## config.mk

```make
export PLATFORM = sky130hd
export DESIGN_NAME = z80_io_uart_tx
export DESIGN_NICKNAME = d
export VERILOG_FILES = /design/src/rtl/z80_io_pkg.sv /design/src/rtl/z80_io_uart_tx_sync_fifo.sv /design/src/rtl/z80_io_uart_tx.sv
export SDC_FILE = /design/constraint.sdc
export NUM_CORES = 1
export LEC_CHECK = 0
export CAP_MARGIN = 10
export CORE_MARGIN = 4
export CORE_UTILIZATION = 45
export CTS_CLUSTER_DIAMETER = 50
export CTS_CLUSTER_SIZE = 8
export DETAILED_ROUTE_END_ITERATION = 7
export DONT_BUFFER_PORTS = 1
export SKIP_LAST_GASP = 1
export SLEW_MARGIN = 20
export SYNTH_ARGS = -nofsm -noshare
export SYNTH_HDL_FRONTEND = slang
export SYNTH_SLANG_ARGS = --single-unit
```

## constraint.sdc

```tcl
create_clock -name clk -period 4 [get_ports clk]
set_input_delay 0.4 -clock clk [delete_from_list [all_inputs] [get_ports clk]]
set_output_delay 0.4 -clock clk [all_outputs]
set_load 0.01 [all_outputs]
```

## src/rtl/z80_io_pkg.sv

```systemverilog
// +--------------------------------------------------------------------+
// | z80_io_pkg : shared encodings for the Z80 I/O peripheral slice      |
// | Rev 1.0                                                             |
// +--------------------------------------------------------------------+
`timescale 1ns/1ps
`default_nettype none

package z80_io_pkg;

  typedef enum logic [2:0] {
    ST_IDLE   = 3'd0,
    ST_START  = 3'd1,
    ST_DATA   = 3'd2,
    ST_PARITY = 3'd3,
    ST_STOP   = 3'd4
  } tx_state_e;

  localparam int STAT_EMPTY     = 0;
  localparam int STAT_FULL      = 1;
  localparam int STAT_BUSY      = 2;
  localparam int STAT_OVF       = 3;
  localparam int STAT_COUNT_LSB = 4;

  localparam logic [7:0] DEFAULT_DATA_PORT   = 8'h00;
  localparam logic [7:0] DEFAULT_STATUS_PORT = 8'h01;

  function automatic logic even_parity(input logic [7:0] d);
    return ^d;
  endfunction

endpackage

`default_nettype wire

```

## src/rtl/z80_io_uart_tx_sync_fifo.sv

```systemverilog
// +--------------------------------------------------------------------+
// | sync_fifo : first-word-fall-through FIFO, depth 2**AW               |
// | Rev 1.0                                                             |
// +--------------------------------------------------------------------+
`timescale 1ns/1ps
`default_nettype none

module sync_fifo #(
  parameter int WIDTH = 8,
  parameter int AW    = 3
) (
  input  logic             clk,
  input  logic             rst_n,
  input  logic             push,
  input  logic             pop,
  input  logic [WIDTH-1:0] din,
  output logic [WIDTH-1:0] dout,
  output logic             full,
  output logic             empty,
  output logic [AW:0]      count
);

  localparam int DEPTH = 2 ** AW;

  logic [WIDTH-1:0] mem_q [DEPTH];
  logic [AW:0]      wr_ptr_q, wr_ptr_d;
  logic [AW:0]      rd_ptr_q, rd_ptr_d;
  logic             do_push;
  logic             do_pop;

  // A pop in the same cycle frees a slot, so a push on a full FIFO still lands.
  assign do_pop  = pop & ~empty;
  assign do_push = push & (~full | do_pop);

  assign empty = (wr_ptr_q == rd_ptr_q);
  assign full  = (wr_ptr_q[AW] != rd_ptr_q[AW]) &&
                 (wr_ptr_q[AW-1:0] == rd_ptr_q[AW-1:0]);
  assign count = wr_ptr_q - rd_ptr_q;
  assign dout  = mem_q[rd_ptr_q[AW-1:0]];

  always_comb begin
    wr_ptr_d = wr_ptr_q;
    rd_ptr_d = rd_ptr_q;
    if (do_push) wr_ptr_d = wr_ptr_q + {{AW{1'b0}}, 1'b1};
    if (do_pop)  rd_ptr_d = rd_ptr_q + {{AW{1'b0}}, 1'b1};
  end

  always_ff @(posedge clk or negedge rst_n) begin
    if (!rst_n) begin
      wr_ptr_q <= '0;
      rd_ptr_q <= '0;
    end else begin
      wr_ptr_q <= wr_ptr_d;
      rd_ptr_q <= rd_ptr_d;
    end
  end

  always_ff @(posedge clk) begin
    if (do_push) mem_q[wr_ptr_q[AW-1:0]] <= din;
  end

endmodule

`default_nettype wire

```

## src/rtl/z80_io_uart_tx.sv

```systemverilog
// +--------------------------------------------------------------------+
// | z80_io_uart_tx : I/O-mapped FIFO-buffered 8N1 UART transmitter      |
// | Optional even parity bit with macro UART_TX_PARITY_EN. Rev 1.0      |
// +--------------------------------------------------------------------+
`timescale 1ns/1ps
`default_nettype none

module z80_io_uart_tx
  import z80_io_pkg::*;
#(
  parameter int         CLK_HZ      = 1000000,
  parameter int         BAUD        = 9600,
  parameter logic [7:0] DATA_PORT   = DEFAULT_DATA_PORT,
  parameter logic [7:0] STATUS_PORT = DEFAULT_STATUS_PORT,
  parameter int         FIFO_AW     = 3
) (
  input  logic       clk,
  input  logic       rst_n,
  input  logic [7:0] address,
  input  logic [7:0] dbus_out,
  input  logic       iorq_n,
  input  logic       wr_n,
  input  logic       rd_n,
  output logic [7:0] dbus_in,
  output logic       dbus_oe,
  output logic       tx,
  output logic [7:0] last_char
);

  localparam int               DIV         = CLK_HZ / BAUD;
  localparam int               CNT_W       = $clog2(DIV);
  localparam logic [CNT_W-1:0] BAUD_RELOAD = CNT_W'(DIV - 1);

  logic               wr_hit, wr_hit_q, wr_hit_d;
  logic               rd_hit_q, rd_hit_d;
  logic               push_req, push_ok, rd_rise;
  logic               ovf_q, ovf_d;
  logic [7:0]         last_char_q, last_char_d;

  logic               fifo_pop;
  logic               fifo_full, fifo_empty;
  logic [7:0]         fifo_dout;
  logic [FIFO_AW:0]   fifo_count;

  tx_state_e          state_q, state_d;
  logic [CNT_W-1:0]   cnt_q, cnt_d;
  logic [7:0]         shift_q, shift_d;
  logic [2:0]         bit_q, bit_d;
  logic               tx_q, tx_d;
`ifdef UART_TX_PARITY_EN
  logic               par_q, par_d;
`endif

  logic [7:0]         status;

  assign wr_hit  = ~iorq_n & ~wr_n & (address == DATA_PORT);
  assign dbus_oe = ~iorq_n & ~rd_n & (address == STATUS_PORT);

  // One push per OUT: only the leading edge of the write hit counts.
  assign push_req = wr_hit & ~wr_hit_q;
  assign push_ok  = push_req & (~fifo_full | fifo_pop);
  assign rd_rise  = dbus_oe & ~rd_hit_q;

  always_comb begin
    wr_hit_d    = wr_hit;
    rd_hit_d    = dbus_oe;
    last_char_d = push_ok ? dbus_out : last_char_q;
    ovf_d       = ovf_q;
    if (push_req && !push_ok) ovf_d = 1'b1;
    else if (rd_rise)         ovf_d = 1'b0;
  end

  always_ff @(posedge clk or negedge rst_n) begin
    if (!rst_n) begin
      wr_hit_q    <= 1'b0;
      rd_hit_q    <= 1'b0;
      ovf_q       <= 1'b0;
      last_char_q <= 8'h00;
    end else begin
      wr_hit_q    <= wr_hit_d;
      rd_hit_q    <= rd_hit_d;
      ovf_q       <= ovf_d;
      last_char_q <= last_char_d;
    end
  end

  sync_fifo #(
    .WIDTH (8),
    .AW    (FIFO_AW)
  ) u_fifo (
    .clk   (clk),
    .rst_n (rst_n),
    .push  (push_ok),
    .pop   (fifo_pop),
    .din   (dbus_out),
    .dout  (fifo_dout),
    .full  (fifo_full),
    .empty (fifo_empty),
    .count (fifo_count)
  );

  always_comb begin
    status                          = 8'h00;
    status[STAT_EMPTY]              = fifo_empty;
    status[STAT_FULL]               = fifo_full;
    status[STAT_BUSY]               = (state_q != ST_IDLE);
    status[STAT_OVF]                = ovf_q;
    status[STAT_COUNT_LSB +: 4]     = 4'(fifo_count);
  end

  assign dbus_in   = dbus_oe ? status : 8'h00;
  assign tx        = tx_q;
  assign last_char = last_char_q;

  // Every bit period ends when the counter hits zero; it reloads on the same edge.
  always_comb begin
    state_d  = state_q;
    cnt_d    = cnt_q;
    shift_d  = shift_q;
    bit_d    = bit_q;
    tx_d     = tx_q;
    fifo_pop = 1'b0;
`ifdef UART_TX_PARITY_EN
    par_d    = par_q;
`endif
    case (state_q)
      ST_IDLE: begin
        tx_d = 1'b1;
        if (!fifo_empty) begin
          fifo_pop = 1'b1;
          shift_d  = fifo_dout;
          cnt_d    = BAUD_RELOAD;
          bit_d    = 3'd0;
          tx_d     = 1'b0;
          state_d  = ST_START;
`ifdef UART_TX_PARITY_EN
          par_d    = even_parity(fifo_dout);
`endif
        end
      end
      ST_START: begin
        if (cnt_q == '0) begin
          cnt_d   = BAUD_RELOAD;
          bit_d   = 3'd0;
          tx_d    = shift_q[0];
          state_d = ST_DATA;
        end else begin
          cnt_d = cnt_q - CNT_W'(1);
        end
      end
      ST_DATA: begin
        if (cnt_q == '0) begin
          cnt_d = BAUD_RELOAD;
          if (bit_q == 3'd7) begin
`ifdef UART_TX_PARITY_EN
            tx_d    = par_q;
            state_d = ST_PARITY;
`else
            tx_d    = 1'b1;
            state_d = ST_STOP;
`endif
          end else begin
            bit_d   = bit_q + 3'd1;
            shift_d = {1'b0, shift_q[7:1]};
            tx_d    = shift_q[1];
          end
        end else begin
          cnt_d = cnt_q - CNT_W'(1);
        end
      end
`ifdef UART_TX_PARITY_EN
      ST_PARITY: begin
        if (cnt_q == '0) begin
          cnt_d   = BAUD_RELOAD;
          tx_d    = 1'b1;
          state_d = ST_STOP;
        end else begin
          cnt_d = cnt_q - CNT_W'(1);
        end
      end
`endif
      ST_STOP: begin
        if (cnt_q == '0) begin
          cnt_d   = BAUD_RELOAD;
          tx_d    = 1'b1;
          state_d = ST_IDLE;
        end else begin
          cnt_d = cnt_q - CNT_W'(1);
        end
      end
      default: begin
        tx_d    = 1'b1;
        state_d = ST_IDLE;
      end
    endcase
  end

  always_ff @(posedge clk or negedge rst_n) begin
    if (!rst_n) begin
      state_q <= ST_IDLE;
      cnt_q   <= '0;
      shift_q <= 8'h00;
      bit_q   <= 3'd0;
      tx_q    <= 1'b1;
`ifdef UART_TX_PARITY_EN
      par_q   <= 1'b0;
`endif
    end else begin
      state_q <= state_d;
      cnt_q   <= cnt_d;
      shift_q <= shift_d;
      bit_q   <= bit_d;
      tx_q    <= tx_d;
`ifdef UART_TX_PARITY_EN
      par_q   <= par_d;
`endif
    end
  end

endmodule

`default_nettype wire

```

-- After elaboration in Yosys (flattened, before gate mapping)
Memories as Yosys holds them, arrays and structs flattened.
Cells that the tools add are included.
- RAM bits: 64
- bits in read-only memories: 0
- memories kept: 1
- bits in registers: 41
- bits in latches: 0
- output and inout port bits: 18
- input bits: 21
- memory list (memory ; words ; bits a word ; rd ports ; clocked after memory_dff ; wr ports ; line ; RTL):
    u_fifo.mem_q ; 8 ; 8 ; 1 ; 0 ; 1 ; z80_io_uart_tx_sync_fifo.sv:25 ; logic [WIDTH-1:0] mem_q [DEPTH];
- shift-type cells: 0
- equal/unequal tests: 14
- multiply operators: 0
- reduce and logical (&&, ||, !) cells: 17
- mux-type cells: 30
- $add $sub $neg: 5
- div/mod/pow operators: 0
- $lt $le $gt $ge: 0
- bitwise logic cells: 18
- operator list (operator ; number):
    $mux 8 ; 4
    $mux 3 ; 8
    $pmux 8 s2 ; 1
    $mux 7 ; 2
    $pmux 7 s2 ; 1
    $ne 2x2->1 const B ; 6
    $pmux 3 s4 ; 1
    $mux 1 ; 11
    $reduce_and 5->1 ; 2
    $and 1x1->1 ; 9
    $pmux 3 s3 ; 1
    $add 4x1->4 const B ; 2
    $eq 8x1->1 const B ; 1
    $logic_not 8->1 ; 1
    $logic_not 7->1 ; 1
    $not 1->1 ; 7
    $sub 7x1->7 const B ; 1
    $eq 3x3->1 const B ; 2
    $reduce_bool 2->1 ; 3
    $reduce_bool 3->1 ; 2
    $eq 4x4->1 ; 1
    $pmux 1 s4 ; 1
    $reduce_and 4->1 ; 1
    $sub 4x4->4 ; 1
    12 further kinds ; 14

-- Depth between registers and ports, before layout
- word-level depth: 8
- mapped depth: 10
- depth with buffers taken out: 6

-- Cells and area by module
A second synthesis with hierarchy kept.
- cell total of the unflattened synthesis: 327
- area total of the unflattened synthesis: 4759.6 um2
- modules (own cells, without submodules) (module ; cells an instance ; sequential area each (um2) ; area each (um2) ; times used):
    sync_fifo ; 168 ; 2122.0 ; 3022.9 ; 1
    z80_io_uart_tx ; 159 ; 827.0 ; 1736.7 ; 1

-- Worst setup path before layout
No wires, ideal clock.
- path type: reg-to-reg
- start point: register u_fifo.rd_ptr_q[1]
- end point: memory u_fifo.mem_q[0][0] (enable)
- required time: 3.602 ns
- library setup time: 0.398 ns
- setup slack: 1.038 ns
- stages on the path, launching flop included: 9
- arrival: 2.564 ns
- buffers on the path: 3
- cell sequence: dfrtp_1 buf_2 buf_4 buf_2 inv_1 ha_1 nand3_1 nor3_4 nor4b_1
- word-level cells in the longest chain between the ends: 8
- RTL lines (item ; line ; RTL):
    from (decl) ; z80_io_uart_tx_sync_fifo.sv:27 ; logic [AW:0] rd_ptr_q, rd_ptr_d;
    from (signal assigned) ; z80_io_uart_tx_sync_fifo.sv:54 ; rd_ptr_q <= rd_ptr_d;
    $eq 4x4->1 or $eq 3x3->1 (tied branches) ; z80_io_uart_tx_sync_fifo.sv:35, z80_io_uart_tx_sync_fifo.sv:37 ;
    $mux 1 or $logic_and 1x1->1 (tied branches) ; z80_io_uart_tx.sv:129, z80_io_uart_tx_sync_fifo.sv:36 ;
    $mux 1 or $not 1->1 (tied branches) ; z80_io_uart_tx.sv:126, z80_io_uart_tx_sync_fifo.sv:33, z80_io_uart_tx.sv:61 ;
    $or 1x1->1 or $and 1x1->1 (tied branches) ; z80_io_uart_tx.sv:61, z80_io_uart_tx_sync_fifo.sv:32 ;
    $and 1x1->1 or $or 1x1->1 (tied branches) ; z80_io_uart_tx.sv:61, z80_io_uart_tx_sync_fifo.sv:33 ;
    $and 1x1->1 * ; z80_io_uart_tx_sync_fifo.sv:33 ; assign do_push = push & (~full | do_pop);
    $mux 1 * ; z80_io_uart_tx_sync_fifo.sv:59 ; if (do_push) mem_q[wr_ptr_q[AW-1:0]] <= din;
    $mux 1 (not written as such) * ; z80_io_uart_tx_sync_fifo.sv:59 ;
    to (decl) ; z80_io_uart_tx_sync_fifo.sv:25 ;
Every way passes the cells marked *; elsewhere a longest branch is shown, timed or not.

-- Worst setup path in the final report
- start point: register u_fifo.rd_ptr_q[1]
- end point: memory u_fifo.mem_q[1][6] (enable)
The elaborated chain is that of the path after synthesis.

==> results.sh <==
export IMPL_status="finished clean"
export IMPL_yosys_area_top_type="edfxtp_1"
export IMPL_cellLeakagePower_nw=1.985
export IMPL_start_util=0.4636
export IMPL_post_drt_wl_per_cell_um=20.40
export IMPL_synth_mux_area_frac=0.09318
export IMPL_syn_area_sq_mm=0.004807
export IMPL_areaGrowthSynthToFinish_pct=7.366
export IMPL_synth_flop_cell="edfxtp_1"
export IMPL_clkSinkCount=105
export IMPL_ys_types=64
export IMPL_critPathCaptureType="register"
export IMPL_n_antenna_cell=0
export IMPL_yosysSeqAreaShare=0.6135
export IMPL_relSlewSlack=0.2970
export IMPL_final_cell_area_sq_mm=0.005161
export IMPL_vias=2824
export IMPL_tightest_slew_ns=1.052
export IMPL_p_switching_w=0.0008351
export IMPL_drive_gt1_frac=0.1420
export IMPL_core_area_sq_mm=0.01037
export IMPL_ys_warnings_count=0
export IMPL_routed_via_density=5.787
export IMPL_antenna_found_initial=0
export IMPL_path_buf_inv=2
export IMPL_track_usage=0.1679
export IMPL_synth_nets=375
export IMPL_grt_overflow=0
export IMPL_arrival_ns=3.08
export IMPL_synth_simple_area_share=0.1189
export IMPL_rows=37
export IMPL_die_x_um=111.4
export IMPL_root_buffer="clkbuf_8"
export IMPL_ctsHtreeMaxLevel=3
export IMPL_path_max_fanout=26
export IMPL_worstSetupPathType="register to register"
export IMPL_synth_top_area_frac=0.3998
export IMPL_dr_pass1_iters=5
export IMPL_postRouteAntennaNets=0
export IMPL_gp_congestion=0.7854
export IMPL_grt_pass1_vias=2786
export IMPL_final_setup_tns_ns=0
export IMPL_die_h_um=111.4
export IMPL_synth_area_top_cells="edfxtp_1 (40%), dfrtp_1 (21%), mux2i_1 (4.8%)"
export IMPL_cp_required_ns=4.01
export IMPL_grt_max_degree=42
export IMPL_power_frac_comb=0.240
export IMPL_wl_mm=9.955
export IMPL_p_seq_frac=0.518
export IMPL_crit_slowest_cell="nor4b_2"
export IMPL_p_clk_frac=0.241
export IMPL_clkSlewWorstSetupHoldPaths_ns=0.11
export IMPL_ys_ff_latch=105
export IMPL_cts_resized=0
export IMPL_synth_xor_area_frac=0.01822
export IMPL_p_int_w=0.001756
export IMPL_netlist_instances=344
export IMPL_drv_slew=0
export IMPL_cts_buffer_depth=2
export IMPL_slowest_delay_ns=0.80
export IMPL_cts_inserted_buffers=9
export IMPL_grt_setup_unrepaired="false"
export IMPL_cts_tree="yes"
export IMPL_postCtsSetupBuffers=0
export IMPL_synth_fa_ha_area_frac=0.02967
export IMPL_grt_pass1_wl_mm=15.83
export IMPL_synthTopCellsByCount="edfxtp_1 (64), dfrtp_1 (40), mux2i_1 (23), nor2_1 (18), nand2_1 (14)"
export IMPL_dpl_hpwl_mm=7.040
export IMPL_drc=0
export IMPL_io_buffers=0
export IMPL_synth_edf_count=64
export IMPL_finalPower_w=0.002591
export IMPL_ir_drop_mv=0.2762
export IMPL_placed_area_sq_mm=0.004936
export IMPL_setup_viol=0
export IMPL_final_hold_viol_count=0
export IMPL_sw_frac_of_total=0.3224
export IMPL_synth_top_family_by_area="simple AND/OR/NAND/NOR gates"
export IMPL_cap_violations=0
export IMPL_fin_crit_ns=3.074
export IMPL_start_kind="register"
export IMPL_synth_compound_area_frac=0.1010
export IMPL_drt_initial_drc_count=228
export IMPL_yosysMostFrequentCell="edfxtp_1"
export IMPL_skew_ns=0.01800
export IMPL_p_per_area_mw_per_mm2=502.0
export IMPL_path_cells="buf_4, inv_1, ha_1, nand3_1, nor3_4, nor2_4, nor4b_2"
export IMPL_fin_crit_sh=0.7685
export IMPL_async_flop_share=0.3905
export IMPL_num_io_pins=39
export IMPL_cts_hold_fix_buffers=2
export IMPL_die_area_sq_mm=0.01240
export IMPL_nNetsFinal=378
export IMPL_max_freq_ghz=0.3253
export IMPL_avgSynthCellArea_sq_um=13.97
export IMPL_hold_path_class="input port to register"
export IMPL_clkLatencyLatePin_ns=0.39
export IMPL_crit_family="simple AND/OR/NAND/NOR gates"
placed cells by master (no fill, tap or decap), drive strengths merged, types with 4 or more instances in the layout:
master	count
a2111oi	7
a21oi	4
a211oi	4
edfxtp	64
nor2b	9
ha	9
mux2i	23
clkbuf	9
nand2	14
dfrtp	40
nor4	4
o32a	5
o21ai	13
nor3	9
nand3	7
xor2	5
mux2	14
nor4b	4
buf	5
inv	15
a22o	6
and3	4
nor2	19
a31oi	7
xnor2	5
final timing paths:
kind	start	cells past startpoint	slack [ns]	to
setup reg to reg	u_fifo.rd_ptr_q[1]$_DFFE_PN0P_	7	0.93	u_fifo.mem_q[1][6]$_DFFE_PP_
max in group asynchronous	rst_n	2	3.21	tx$_DFFE_PN1P_
hold / removal	dbus_out[1]	0	0.1	u_fifo.mem_q[4][1]$_DFFE_PP_
min in group asynchronous	rst_n	2	0.52	u_fifo.rd_ptr_q[2]$_DFFE_PN0P_
setup / recovery	u_fifo.rd_ptr_q[1]$_DFFE_PN0P_	7	0.93	u_fifo.mem_q[1][6]$_DFFE_PP_
hold reg to reg	shift_q[2]$_DFFE_PN0P_	1	0.51	shift_q[2]$_DFFE_PN0P_
area by class of cell:
type	count	area, sq um
Timing Repair Buffer	6	67.56
Multi-Input combinational cell	213	1742
Inverter	12	45.04
Fill cell	910	5209
Clock buffer	9	123.9
Clock inverter	7	63.81
Tap cell	136	170.2
Sequential cell	105	2949
cells by family after synthesis:
group / after synthesis
muxes: 39
AOI/OAI and AO/OA: 65
and+or+nand+nor: 88
xor gates and xnor gates: 10
adders and majority gates: 11
buffers and inverters: 26
DFF: 105
state kept, by name, indices dropped and copies added, names as in the netlist:
name / count
state_q: 3
last_char: 8
tx: 1
u_fifo.wr_ptr_q: 4
wr_hit_q: 1
shift_q: 8
bit_q: 3
cnt_q: 7
u_fifo.mem_q: 64
ovf_q: 1
u_fifo.rd_ptr_q: 4
rd_hit_q: 1
worst register-to-register path: stages, from the launching register on:
cell and delay, ns:
dfrtp_1 0.34, buf_4 0.31, inv_1 0.19, ha_1 0.36
nand3_1 0.22, nor3_4 0.11, nor2_4 0.39, nor4b_2 0.80
layer usage:
layer / GRT usage / vias to the layer above / part of all wire
li1: - / 1329 / -
met1: 0.2239 / 1423 / 0.45
met2: 0.2646 / 57 / 0.49
met3: 0.04457 / 15 / 0.036
met4: 0.06488 / 0 / 0.023
met5: 0 / - / 0
per-stage QoR:
step           std cells    util  hold slack (ns)  setup WS, ns
2_1_floorplan        344       -           0.1044         1.038
3_3_place_gp         470  0.4760           0.1056         1.014
3_5_place_dp         470  0.4760           0.1059        0.9108
4_1_cts              488  0.4977          0.07711        0.8929
5_1_grt              488  0.4977          0.07475        0.7613
6_report             488  0.4977          0.09687        0.9258
power by group through the flow:
stage,logic (W),registers [W],clock network [W]
finish,0.000623,0.00134,0.000625
global route,0.000696,0.00136,0.000695
CTS,0.000630,0.00134,0.000649
detailed placement,0.000618,0.00136,0
global placement,0.000603,0.00136,0
floorplan,0.000500,0.00134,0
(Power assumes the default switching activity.)
